--- config.mk ---
export PLATFORM = sky130hd
export DESIGN_NAME = mult_div_unit_flat
export DESIGN_NICKNAME = d
export VERILOG_FILES = /design/src/rtl/mult_div_unit_if.sv /design/src/rtl/mult_div_unit.sv /design/src/flat_wrapper.sv
export SDC_FILE = /design/constraint.sdc
export NUM_CORES = 1
export LEC_CHECK = 0
export ABC_AREA = 1
export ABC_CLOCK_PERIOD_IN_PS = 7750
export CELL_PAD_IN_SITES_DETAIL_PLACEMENT = 1
export CELL_PAD_IN_SITES_GLOBAL_PLACEMENT = 2
export CORE_MARGIN = 4
export CORE_UTILIZATION = 33
export DETAILED_ROUTE_END_ITERATION = 8
export PLACE_DENSITY_LB_ADDON = 0.1
export SYNTH_ARGS = -nofsm -noshare
export SYNTH_HDL_FRONTEND = slang
export SYNTH_SLANG_ARGS = --single-unit
--- constraint.sdc ---
create_clock -name clk -period 7.75 [get_ports clk]
set_clock_uncertainty 0.1 [all_clocks]
set_input_delay 0.775 -clock clk [delete_from_list [all_inputs] [get_ports clk]]
set_output_delay 0.775 -clock clk [all_outputs]
set_load 0.02 [all_outputs]
--- src/rtl/mult_div_unit_if.sv ---
// Bundle between the register-file read ports / writeback mux and the
// iterative multiply/divide unit: launch, operands, MTHI/MTLO, HI/LO results.
interface mult_div_unit_if #(
    parameter int WIDTH = 32
);
    logic             start;
    logic [1:0]       op;
    logic [WIDTH-1:0] rs_val;
    logic [WIDTH-1:0] rt_val;
    logic             hi_wr;
    logic             lo_wr;
    logic [WIDTH-1:0] wdata;
    logic [WIDTH-1:0] hi;
    logic [WIDTH-1:0] lo;
    logic             busy;
    logic             done;

    modport master (
        output start, op, rs_val, rt_val, hi_wr, lo_wr, wdata,
        input  hi, lo, busy, done
    );

    modport slave (
        input  start, op, rs_val, rt_val, hi_wr, lo_wr, wdata,
        output hi, lo, busy, done
    );
endinterface

--- src/rtl/mult_div_unit.sv ---
// Iterative MULT/MULTU/DIV/DIVU unit holding the architectural HI/LO pair.
// One shift-add or restoring-divide step per clock on operand magnitudes.
module mult_div_unit #(
    parameter int WIDTH = 32
) (
    input  logic            clk,
    input  logic            rst,
    mult_div_unit_if.slave  bus
);
    localparam logic [1:0] S_IDLE = 2'd0;
    localparam logic [1:0] S_CALC = 2'd1;
    localparam logic [1:0] S_FIX  = 2'd2;

    logic [1:0]         r_state;
    logic [5:0]         r_cnt;
    logic               r_is_div;
    logic               r_neg_a;
    logic               r_neg_b;
    logic               r_div_zero;
    logic [WIDTH-1:0]   r_opnd;
    logic [2*WIDTH-1:0] r_acc;
    logic [WIDTH-1:0]   r_hi;
    logic [WIDTH-1:0]   r_lo;
    logic               r_done;

    logic               w_start;
    logic               w_signed;
    logic               w_neg_a;
    logic               w_neg_b;
    logic [WIDTH-1:0]   w_mag_a;
    logic [WIDTH-1:0]   w_mag_b;
    logic [WIDTH:0]     w_mul_sum;
    logic [2*WIDTH-1:0] w_mul_next;
    logic [WIDTH:0]     w_rem_sh;
    logic               w_ge;
    logic [WIDTH-1:0]   w_diff;
    logic [2*WIDTH-1:0] w_div_next;
    logic [2*WIDTH-1:0] w_prod_fix;
    logic [WIDTH-1:0]   w_quo_fix;
    logic [WIDTH-1:0]   w_rem_fix;

    assign w_start  = (r_state == S_IDLE) && bus.start;
    assign w_signed = ~bus.op[0];
    assign w_neg_a  = w_signed & bus.rs_val[WIDTH-1];
    assign w_neg_b  = w_signed & bus.rt_val[WIDTH-1];
    assign w_mag_a  = w_neg_a ? (~bus.rs_val + 1'b1) : bus.rs_val;
    assign w_mag_b  = w_neg_b ? (~bus.rt_val + 1'b1) : bus.rt_val;

    // Multiply: upper half accumulates, multiplier bits drain out of the low half.
    assign w_mul_sum  = {1'b0, r_acc[2*WIDTH-1:WIDTH]} + (r_acc[0] ? {1'b0, r_opnd} : '0);
    assign w_mul_next = {w_mul_sum, r_acc[WIDTH-1:1]};

    // Divide: upper half is the partial remainder, low half shifts dividend out / quotient in.
    assign w_rem_sh   = r_acc[2*WIDTH-1:WIDTH-1];
    assign w_ge       = w_rem_sh >= {1'b0, r_opnd};
    assign w_diff     = w_rem_sh[WIDTH-1:0] - r_opnd;
    assign w_div_next = w_ge ? {w_diff, r_acc[WIDTH-2:0], 1'b1}
                             : {w_rem_sh[WIDTH-1:0], r_acc[WIDTH-2:0], 1'b0};

    assign w_prod_fix = (r_neg_a ^ r_neg_b) ? (~r_acc + 1'b1) : r_acc;
    assign w_quo_fix  = r_div_zero ? '1
                      : ((r_neg_a ^ r_neg_b) ? (~r_acc[WIDTH-1:0] + 1'b1) : r_acc[WIDTH-1:0]);
    // Remainder follows the dividend sign; with a zero divisor this restores rs_val.
    assign w_rem_fix  = r_neg_a ? (~r_acc[2*WIDTH-1:WIDTH] + 1'b1) : r_acc[2*WIDTH-1:WIDTH];

    always_ff @(posedge clk or posedge rst) begin
        if (rst) begin
            r_state    <= S_IDLE;
            r_cnt      <= '0;
            r_is_div   <= 1'b0;
            r_neg_a    <= 1'b0;
            r_neg_b    <= 1'b0;
            r_div_zero <= 1'b0;
            r_opnd     <= '0;
            r_acc      <= '0;
            r_hi       <= '0;
            r_lo       <= '0;
            r_done     <= 1'b0;
        end else begin
            r_done <= 1'b0;
            case (r_state)
                S_IDLE: begin
                    if (bus.hi_wr) r_hi <= bus.wdata;
                    if (bus.lo_wr) r_lo <= bus.wdata;
                    if (w_start) begin
                        r_state    <= S_CALC;
                        r_cnt      <= '0;
                        r_is_div   <= bus.op[1];
                        r_neg_a    <= w_neg_a;
                        r_neg_b    <= w_neg_b;
                        r_div_zero <= bus.op[1] && (bus.rt_val == '0);
                        r_opnd     <= w_mag_b;
                        r_acc      <= {{WIDTH{1'b0}}, w_mag_a};
                    end
                end
                S_CALC: begin
                    r_acc <= r_is_div ? w_div_next : w_mul_next;
                    r_cnt <= r_cnt + 6'd1;
                    if (r_cnt == 6'(WIDTH - 1)) r_state <= S_FIX;
                end
                S_FIX: begin
                    if (r_is_div) begin
                        r_hi <= w_rem_fix;
                        r_lo <= w_quo_fix;
                    end else begin
                        r_hi <= w_prod_fix[2*WIDTH-1:WIDTH];
                        r_lo <= w_prod_fix[WIDTH-1:0];
                    end
                    r_done  <= 1'b1;
                    r_state <= S_IDLE;
                end
                default: r_state <= S_IDLE;
            endcase
        end
    end

    assign bus.hi   = r_hi;
    assign bus.lo   = r_lo;
    assign bus.busy = (r_state != S_IDLE);
    assign bus.done = r_done;
endmodule
--- src/flat_wrapper.sv ---
// flat-port wrapper written by rule: the top's interface ports become plain ports
module mult_div_unit_flat 
#(
    parameter int WIDTH = 32
)
  (clk, rst, bus_start, bus_op, bus_rs_val, bus_rt_val, bus_hi_wr, bus_lo_wr, bus_wdata, bus_hi, bus_lo, bus_busy, bus_done);
  mult_div_unit_if #(.WIDTH(WIDTH)) bus_i ();
  input  logic clk;
  input  logic rst;
  input wire logic [$bits(bus_i.start)-1:0] bus_start;
  input wire logic [$bits(bus_i.op)-1:0] bus_op;
  input wire logic [$bits(bus_i.rs_val)-1:0] bus_rs_val;
  input wire logic [$bits(bus_i.rt_val)-1:0] bus_rt_val;
  input wire logic [$bits(bus_i.hi_wr)-1:0] bus_hi_wr;
  input wire logic [$bits(bus_i.lo_wr)-1:0] bus_lo_wr;
  input wire logic [$bits(bus_i.wdata)-1:0] bus_wdata;
  output wire logic [$bits(bus_i.hi)-1:0] bus_hi;
  output wire logic [$bits(bus_i.lo)-1:0] bus_lo;
  output wire logic [$bits(bus_i.busy)-1:0] bus_busy;
  output wire logic [$bits(bus_i.done)-1:0] bus_done;
  assign bus_i.start = bus_start;
  assign bus_i.op = bus_op;
  assign bus_i.rs_val = bus_rs_val;
  assign bus_i.rt_val = bus_rt_val;
  assign bus_i.hi_wr = bus_hi_wr;
  assign bus_i.lo_wr = bus_lo_wr;
  assign bus_i.wdata = bus_wdata;
  assign bus_hi = bus_i.hi;
  assign bus_lo = bus_i.lo;
  assign bus_busy = bus_i.busy;
  assign bus_done = bus_i.done;
  mult_div_unit #(.WIDTH(WIDTH)) u_core (.clk(clk), .rst(rst), .bus(bus_i));
endmodule
==> metrics.txt <==
Reg clk slew, reported paths=0.07 ns; post-CTS sizing=0; Tot GR Track Use=30.5%; post-synthesis cell type count=53; Async S/R FF share, synth=100%; critical path type=reg2reg; Max Clk Rate=282 MHz; Worst VDD drop=239 µV; fill count=7181; Top delay family on crit path=simple AND/OR/NAND/NOR gates; antenna-violating nets left=0; WP data arrival=3.84 ns; final worst path period need=3.55 ns; Slew @ Worst Pin=1.07 ns; IO Count=169; syn_nets=3242; Syn. warnings=0; worst endpoint required time=8.04 ns; Vias=20900; Final setup viols=0; P&R area growth vs syn=16.5%; Mapped Area=17700 µm²; die height=240 µm; hpwl dp=70400 µm; row count=84; H-tree level count=4; hold_buf cts=0; vias in the first global route=21600; Synth Flop Type=dfrtp_1; layout net count=3350; final setup TNS=0 ns; initial antenna violation count=2; Root Driver=clkbuf_16; Worst-Skew Late Latency=0.51 ns; worst-path cell chain=ha_1 -> nand2_1 -> nor2_1 -> inv_1 -> nor2_1 -> nand2_1 -> nand2_1 -> nor2_4 -> nand2_8 -> nand3_1 -> nand3_1 -> nand2_1 -> nand2_1; CP max stage cell=dfrtp_1; Worst setup EP type=register; full die area=57400 µm²; largest net degree at the start of global routing=77; CTS tree=done; run status=finished, final reports clean; Util after Layout=39.0%; clock sink count=173; DRT iter0 DRCs=1208; PortBufs=168; most used routing layer=met2; clk buf depth=2; # DRC=0; Synth Area per Inst=5.77 µm²; slew margin rel.=28.3%; Die X=240 µm; initial core utilization=33.5%; cts bufs inserted=17; final period utilization=45.7%; number of vias per cell=5.38; gr ovfl total=0; RSZ-0062 raised after global routing=false; Worst Hold Class=reg2reg; Worst Setup Start Kind=register; post-synthesis sequential area ratio=24.4%; share of cells above drive strength 1=3.04%; total wire length=87900 µm; Seq cells post-synth=173; Bufs and invs on worst path=1; routability cong.=0.938; Ant. Diodes=0; met2 usage=54.2%; Max-Cap Viols=0; Core ar.=52900 µm²; CP most frequent cell=nand2_1; wire per inst=22.7 µm; met1 GRT Util=36.7%; Post CTS Setup Buffer Count=0; CP Max Fanout=34; Critical Path Max Stage Delay=0.77 ns; global-route wire length before repair=133000 µm; Power per Cell Area=527 nW/µm²; Synth Instances=3068; DRT Pass-1 Iters=5; Leak=10.2 nW; Post-synth EDFFs=0; met3 Usage GRT=4.10%; max-slew violation count=0; Hold Fails Final Rpt=0
## synth_stat cells (all sizes together), types with 2 or more instances
cell type	count	share of area, %
nor2	374	8.3
o22ai	4	0.14
dfrtp	173	24
nand2	920	20
xor2	33	1.6
or2	4	0.14
nor3	30	0.94
o21a	2	0.085
o31ai	4	0.17
and2	6	0.21
clkinv	4	0.085
a21o	2	0.085
nand3	279	8.1
a22oi	7	0.30
inv	453	9.6
ha	69	4.9
nand3b	16	0.68
buf	33	0.97
a21oi	243	6.9
xnor2	20	0.99
nand4	49	1.7
fa	2	0.23
a31oi	14	0.49
o211ai	7	0.30
a21boi	4	0.17
o21bai	12	0.51
nor4	4	0.14
o21ai	224	6.4
clkbuf	68	1.4
## area by class of cell
class | instances | area, µm² | share of cell area [%]
clock inverter | 13 | 148 | 0.715
timing repair buffer | 190 | 1850 | 8.95
clock buffer | 19 | 453 | 2.19
sequential | 173 | 4330 | 21.0
multi-input combinational | 2337 | 11300 | 54.6
tap | 688 | 861 | 4.17
inverter | 457 | 1720 | 8.34
## state kept, by name, indices dropped and copies added (netlist names)
name and flops:
u_core.bus.lo 32, u_core.r_neg_b 1, u_core.r_cnt 6, u_core.r_div_zero 1
u_core.bus.hi 32, u_core.r_state 2, u_core.r_neg_a 1, u_core.r_is_div 1
u_core.bus.done 1, u_core.r_opnd 32, u_core.r_acc 64
## layout by cell type (no fill, tap or decap), types with 5 or more instances in the layout
master | netlist | final
nand2_1 | 917 | 916
inv_1 | 446 | 444
nor2_1 | 364 | 361
nand3_1 | 274 | 274
a21oi_1 | 243 | 243
o21ai_0 | 205 | 204
dfrtp_1 | 173 | 172
clkdlybuf4s50_1 | 0 | 168
ha_1 | 69 | 69
nand4_1 | 49 | 49
xor2_1 | 33 | 33
nor3_1 | 28 | 28
buf_4 | 1 | 22
xnor2_1 | 20 | 20
clkbuf_16 | 0 | 17
nand3b_1 | 16 | 16
o21ai_1 | 15 | 14
a31oi_1 | 14 | 14
o21bai_1 | 12 | 12
nor2_4 | 6 | 9
inv_2 | 7 | 8
o211ai_1 | 7 | 7
a22oi_1 | 7 | 7
o21ai_2 | 4 | 6
and2_1 | 6 | 6
inv_6 | 0 | 5
## per-stage QoR
step | std cells | total power (W) | hold WS (ns) | cell area (µm²) | setup WS (ns)
final | 3877 | 0.0109 | 0.422 | 20600 | 4.20
after global routing | 3877 | 0.0118 | 0.452 | 20600 | 3.88
after CTS | 3877 | 0.0109 | 0.427 | 20600 | 4.25
after detailed placement | 3845 | 0.00989 | 0.408 | 20000 | 3.69
after global placement | 3845 | 0.00971 | 0.388 | 20000 | 3.74
after floorplan | 3068 | 0.00684 | 0.346 | 17700 | 2.19
## final timing paths
check                           slack (ns)  cells after the start                to        startpoint
worst min register to register        0.42                      2    u_core.r_neg_b    u_core.r_neg_b
worst max-delay path                  4.20                     13  u_core.r_acc[58]  u_core.r_acc[56]
max in group asynchronous             5.21                      3   u_core.r_is_div               rst
worst max register to register        4.20                     13  u_core.r_acc[58]  u_core.r_acc[56]
min in group asynchronous             0.66                      2  u_core.bus.hi[1]               rst
worst min-delay path                  0.42                      2    u_core.r_neg_b    u_core.r_neg_b
## logic make-up after synthesis
logic type,count (synthesis),share of synthesized area (%)
fa+ha+maj,71,5.10
compound gates,530,15.9
xor+xnor,53,2.62
buf+inv,558,12.1
simple gates,1683,39.9
flops,173,24.4
## power by group
part	switching, W	leakage (nW)	total [W]	internal (W)
sequential	0.000744	2.01	0.00210	0.00136
clock	0.000458	0.290	0.000930	0.000473
combinational	0.00537	7.90	0.00785	0.00248
total	0.00658	10.2	0.0109	0.00431
## worst min-delay path, delay by kind of cell (launching register included)
kind	cells	cell delay [ns]
DFF	1	0.37
AOI/OAI and AO/OA	1	0.06
and+or+nand+nor	1	0.05
## per-layer routing
metal / wire, µm / up-vias / share of wire [%]
met5: 13 / - / 0.015
li1: - / 10100 / -
met3: 2870 / 140 / 3.3
met4: 4350 / 2 / 4.9
met1: 37000 / 10300 / 42
met2: 43700 / 416 / 50
No activity file was read; power rests on OpenSTA's default activity.
